`src/rtl/rgmii_tx_ddr_encoder.sv`:
```
// RGMII transmit encoder: derives the DDR TX clock pattern, the 10-bit ODDR data word and the
// GMII clock-enable from one fabric clock, switching speed only at TX clock period boundaries.
module rgmii_tx_ddr_encoder #(
    parameter int DIV_10M  = 50,
    parameter int DIV_100M = 5,
    parameter int CNT_W    = 6
) (
    input  logic       clk_i,
    input  logic       reset_n_i,
    input  logic [1:0] speed_i,
    input  logic [7:0] txd_i,
    input  logic       tx_en_i,
    input  logic       tx_er_i,
    output logic       clk_en_o,
    output logic [1:0] speed_o,
    output logic [1:0] tx_clk_setting_o,
    output logic [9:0] ddr_data_o
);

    typedef enum logic {START = 1'b0, RUN = 1'b1} state_t;

    localparam logic [CNT_W-1:0] N_10M   = CNT_W'(DIV_10M);
    localparam logic [CNT_W-1:0] N_100M  = CNT_W'(DIV_100M);
    localparam logic [CNT_W-1:0] N_1000M = CNT_W'(1);

    state_t           state_p0, state_nxt;
    logic [CNT_W-1:0] phase_p0, phase_nxt;
    logic [1:0]       spd_p0, spd_nxt;
    logic [7:0]       txd_p0, txd_nxt;
    logic             en_p0, en_nxt;
    logic             er_p0, er_nxt;

    logic [CNT_W-1:0] n_len;
    logic             last_phase;
    logic             first_half, second_half;
    logic             ctl1, ctl2;
    logic [3:0]       txd_hi;

    function automatic logic [CNT_W-1:0] period_len(input logic [1:0] spd);
        case (spd)
            2'b00:   return N_10M;
            2'b01:   return N_100M;
            default: return N_1000M;
        endcase
    endfunction

    // 2'b11 is folded onto 2'b10 so only three speed codes ever become active
    function automatic logic [1:0] norm_speed(input logic [1:0] spd);
        return spd[1] ? 2'b10 : spd;
    endfunction

    always_comb begin
        n_len       = period_len(spd_p0);
        last_phase  = (phase_p0 == (n_len - CNT_W'(1)));
        // Comparing half-cycle index against N keeps the duty at exactly 50% for odd N
        first_half  = ({phase_p0, 1'b0} < {1'b0, n_len});
        second_half = ({phase_p0, 1'b1} < {1'b0, n_len});
        ctl1        = first_half  ? en_p0 : (en_p0 ^ er_p0);
        ctl2        = second_half ? en_p0 : (en_p0 ^ er_p0);
        txd_hi      = spd_p0[1] ? txd_p0[7:4] : txd_p0[3:0];
    end

    always_comb begin
        state_nxt        = state_p0;
        phase_nxt        = phase_p0;
        spd_nxt          = spd_p0;
        txd_nxt          = txd_p0;
        en_nxt           = en_p0;
        er_nxt           = er_p0;
        clk_en_o         = 1'b0;
        speed_o          = 2'b00;
        tx_clk_setting_o = 2'b00;
        ddr_data_o       = '0;
        case (state_p0)
            START: begin
                state_nxt = RUN;
                spd_nxt   = norm_speed(speed_i);
                phase_nxt = '0;
                txd_nxt   = '0;
                en_nxt    = 1'b0;
                er_nxt    = 1'b0;
            end
            RUN: begin
                clk_en_o         = last_phase;
                speed_o          = spd_p0;
                tx_clk_setting_o = {second_half, first_half};
                ddr_data_o       = {txd_hi, ctl2, txd_p0[3:0], ctl1};
                if (last_phase) begin
                    phase_nxt = '0;
                    spd_nxt   = norm_speed(speed_i);
                    txd_nxt   = txd_i;
                    en_nxt    = tx_en_i;
                    er_nxt    = tx_er_i;
                end else begin
                    phase_nxt = phase_p0 + CNT_W'(1);
                end
            end
            default: state_nxt = START;
        endcase
    end

    // Stage p0: control and hold registers, all cleared immediately on reset
    always_ff @(posedge clk_i or negedge reset_n_i) begin
        if (!reset_n_i) begin
            state_p0 <= START;
            phase_p0 <= '0;
            spd_p0   <= 2'b00;
            txd_p0   <= '0;
            en_p0    <= 1'b0;
            er_p0    <= 1'b0;
        end else begin
            state_p0 <= state_nxt;
            phase_p0 <= phase_nxt;
            spd_p0   <= spd_nxt;
            txd_p0   <= txd_nxt;
            en_p0    <= en_nxt;
            er_p0    <= er_nxt;
        end
    end

endmodule

```
`config.mk`:
```
export PLATFORM = sky130hd
export DESIGN_NAME = rgmii_tx_ddr_encoder
export DESIGN_NICKNAME = d
export VERILOG_FILES = /design/src/rtl/rgmii_tx_ddr_encoder.sv
export SDC_FILE = /design/constraint.sdc
export NUM_CORES = 1
export LEC_CHECK = 0
export BUFFER_PORTS_ARGS = -buffer_cell sky130_fd_sc_hd__buf_4
export CORE_ASPECT_RATIO = 1.25
export CORE_UTILIZATION = 40
export CTS_CLUSTER_DIAMETER = 40
export DETAILED_ROUTE_END_ITERATION = 12
export GPL_TIMING_DRIVEN = 0
export HOLD_SLACK_MARGIN = 0.12
export PLACE_DENSITY = 0.6
export SYNTH_ARGS = -nofsm -noshare
export SYNTH_HDL_FRONTEND = slang
export SYNTH_SLANG_ARGS = --single-unit
export TNS_END_PERCENT = 50
```
`constraint.sdc`:
```
create_clock -name clk_i -period 4.17 [get_ports clk_i]
set_clock_uncertainty 0.15 [all_clocks]
set_input_delay 0.834 -clock clk_i [delete_from_list [all_inputs] [get_ports clk_i]]
set_output_delay 0.834 -clock clk_i [all_outputs]
set_load 0.01 [all_outputs]
```
==> results summary <==
The final max-slew violation count came out at 0. The total of hold buffers inserted after clock tree synthesis is 0. The depth of the worst register-to-register path is 7. The worst setup path is launched from a register.

The number of antenna violations at the first check in global routing came to 0. The DRC violations left came out at 0. The number of rows created at floorplan is 21. The core region area is 2760 um^2.

The sequential cells in the finished layout cover a total of 475 um^2. Counting I/O delays and the setup requirement, the final critical path takes roughly 3.7 ns. The detailed placement HPWL is between 1500 and 2000 um. The largest voltage drop on the vdd net came out at between 300 and 400 uV. Leaving out fill and tap cells, the most frequent cells in the layout are 29 x sky130_fd_sc_hd__buf_4, 23 x sky130_fd_sc_hd__nand2_1, 19 x sky130_fd_sc_hd__dfrtp_1. The total area of multi-input combinational cells came out at 641 um^2.

The number of standard cells in the layout, taps in and fillers out is roughly 190. Summing the areas of all compound-gate instances in the mapped netlist gives 9.81% of the synthesized area. The post-cts gate resize count is 0. The synthesized netlist devotes approximately 20% of its cell area to simple gates. The finished cells cover around 1500 um^2. The analysis attributes to cell leakage a power of ~0.75 nW. For this design the ratio of total power to cell area is between 600 and 700 nW/um^2. The required time at the worst-slack endpoint is around 3.2 ns. Setup violations remaining at the end of the flow were counted as 0.

The count of input and output buffers is 28. The distinct cell type count after synthesis is 33. After synthesis, the largest family of logic cells by area is simple AND/OR/NAND/NOR gates.

The total die area is ~3200 um^2. The post-synthesis instance total is ~120. The count of antenna diodes in the layout is 0.

The number of global-route vias before repair is around 970. The first global-routing pass estimated 4290 um of wire. The share of the Yosys chip area taken by registers is between 40% and 50%.

Among all flip-flop cells after synthesis, the most frequent one is sky130_fd_sc_hd__dfrtp_1. The die extent in x is just over 50 um. The die is ~63 um tall. The total detailed-routing wirelength is ~2400 um. The XOR/XNOR share of the synthesized area is ~3.0%. TritonCTS built the clock tree. The run finished with clean final reports. The post-detailed-placement cell area is between 1000 and 1500 um^2. The first-pass iteration count of the detailed router is 4.

Once the clock tree was built, the setup fixing pass inserted 0 buffers. For this configuration, the core starts out at a cell density of a little over two fifths. The post-synthesis sequential element count is 19. Setup slack on the worst reg-to-reg path comes out at 1.70 ns.

The number of levels in the clock H-tree is 1. The via count is roughly 930. Clock-pin slew was measured on the worst setup and hold paths at 0.11 ns.

The fraction of layout instances using a drive strength above 1 came out at 26.6%. The number of buffers created by CTS is 3. For this run, the number of Yosys warnings is 0. The async set-or-reset flop fraction in the synthesized netlist is between 90% and 100%. Each instance of the synthesized netlist takes up on average approximately 9.7 um^2. The wire length per cell is roughly 13 um. The count of boundary I/O pins came out at 29.

The post-route clock period utilization came out at 87.5%. The worst min-delay path category is in2async. The maximum number of buffers from clock root to sink is 2. The total clock sinks came out at 19.

Data on the critical path arrives at its endpoint at 2.67 ns. After the last flow step, the layout net total stands at roughly 170. The critical path in this run is classified as reg2out. In the global route stage, overall resource usage came out at about 18%.

The total of fill cells in the finished design came out at 263. In this run the critical register-to-register path is launched from spd_p0[1]$_DFFE_PN0P_. The final hold violation count came out at 0. The number of placed instances, taps included came out at 184.

In this run the critical register-to-register path is captured at spd_p0[0]$_DFFE_PN0P_. The overflow left after global routing came out at 0. The sum of negative setup slack came out at 0 ns. Using the TritonRoute via totals, the vias-per-cell ratio works out to between 4 and 5. The largest net degree at the start of global routing is 20. The detail route stage leaves a number of antenna-violating nets equal to 0.

The max-capacitance violation count is 0. Summing every instance area after synthesis gives about 1200 um^2. The library cell used most frequently in the layout, excluding fill and tap cells, is sky130_fd_sc_hd__buf_4. The insertion delay of the later-clocked pin in the worst-skew pair is about 0.30 ns. The share of synthesized cell area in full adder, half adder and majority cells is under 10%. Setup repair after global routing left no endpoint under its margin. The DRC violation total after the first TritonRoute iteration is 21. The synthesized netlist net count came out at between 100 and 150.

The cell sitting at the root of the clock tree is a sky130_fd_sc_hd__clkbuf_4. STA classifies the critical path endpoint as a primary output. The maximum clock frequency came out at around 0.27 GHz.

The final RePlAce weighted congestion is about 0.74. The largest fanout on the critical path is 10. Measured against the total synthesized area, the mux share comes to 15.4%.

The number of enable-type register cells in the synthesized netlist is 0. From synthesis to final layout, the design area changed by 23.5%.
synthesized netlist by cell type (2+ instances only):
library cell | number | area [um^2]
sky130_fd_sc_hd__nand2_1 | 23 | 86.3
sky130_fd_sc_hd__dfrtp_1 | 19 | 475
sky130_fd_sc_hd__mux2i_1 | 16 | 160
sky130_fd_sc_hd__inv_1 | 7 | 26.3
sky130_fd_sc_hd__nor2_1 | 7 | 26.3
sky130_fd_sc_hd__ha_1 | 5 | 62.6
sky130_fd_sc_hd__nor2b_1 | 5 | 31.3
sky130_fd_sc_hd__a21oi_1 | 4 | 20.0
sky130_fd_sc_hd__and2_1 | 4 | 25.0
sky130_fd_sc_hd__clkbuf_1 | 3 | 11.3
sky130_fd_sc_hd__mux2_2 | 2 | 22.5
sky130_fd_sc_hd__nand2b_1 | 2 | 12.5
sky130_fd_sc_hd__nand3_1 | 2 | 10.0
sky130_fd_sc_hd__o21ai_0 | 2 | 10.0
sky130_fd_sc_hd__xnor2_1 | 2 | 17.5
sky130_fd_sc_hd__xor2_1 | 2 | 17.5
cells by family after synthesis:
group / after synthesis
muxes: 18
DFF: 19
buffers and inverters: 13
AOI/OAI and AO/OA: 13
xor gates and xnor gates: 4
adders and majority gates: 5
and+or+nand+nor: 49
other: 1
how the worst max path moves through the flow:
stage	cells after the start	endpoint	slack, ns	startpoint
6_report	8	ddr_data_o[5]	0.52	spd_p0[1]$_DFFE_PN0P_
5_1_grt	8	ddr_data_o[5]	0.32	spd_p0[1]$_DFFE_PN0P_
4_1_cts	8	ddr_data_o[5]	0.48	spd_p0[1]$_DFFE_PN0P_
3_5_place_dp	8	ddr_data_o[5]	0.84	spd_p0[1]$_DFFE_PN0P_
3_3_place_gp	8	ddr_data_o[5]	0.88	spd_p0[1]$_DFFE_PN0P_
2_1_floorplan	7	ddr_data_o[5]	1.10	spd_p0[1]$_DFFE_PN0P_
per-layer routing:
metal  wire [um]  track usage, %  part of all wire (%)
met3          83            2.43                   3.5
met5           0               0                     0
met4          14            6.94                  0.59
met2        1190            29.7                    50
met1        1090            22.0                    46
worst max-delay path, cell delays in order (launching register included):
cell and delay, ns:
sky130_fd_sc_hd__dfrtp_1 0.39, sky130_fd_sc_hd__buf_4 0.18, sky130_fd_sc_hd__or2_2 0.33, sky130_fd_sc_hd__ha_1 0.30
sky130_fd_sc_hd__nor4bb_1 0.40, sky130_fd_sc_hd__o21ai_0 0.20, sky130_fd_sc_hd__a21oi_1 0.23, sky130_fd_sc_hd__mux2i_1 0.21
sky130_fd_sc_hd__buf_4 0.14
state kept, by name, indices dropped and copies added, names as in the netlist:
signal,flops
state_p0,1
en_p0,1
txd_p0,8
spd_p0,2
phase_p0,6
er_p0,1
cell type report:
type | instances | area share (%)
repair buffers | 28 | 14.3
multi-input cells | 90 | 43.7
clock buffers | 4 | 1.79
flip-flops and latches | 19 | 32.5
inverters | 7 | 1.79
well taps | 34 | 2.90
plain buffers | 6 | 2.99
through the flow:
stage	total power [mW]	util (%)	setup WS [ns]	hold slack [ns]
5_1_grt	0.999	53.1	0.320	0.237
6_report	0.919	53.1	0.519	0.236
4_1_cts	0.932	53.1	0.476	0.239
2_1_floorplan	0.682	-	1.10	0.331
3_3_place_gp	0.823	52.2	0.877	0.373
3_5_place_dp	0.833	52.2	0.844	0.383
report_power, final:
group          switching [mW]  internal (mW)  total, mW
Clock                  0.0560         0.0372     0.0932
Sequential             0.0453          0.241      0.286
Combinational           0.255          0.285      0.540
No activity file was read; power rests on OpenSTA's default activity.
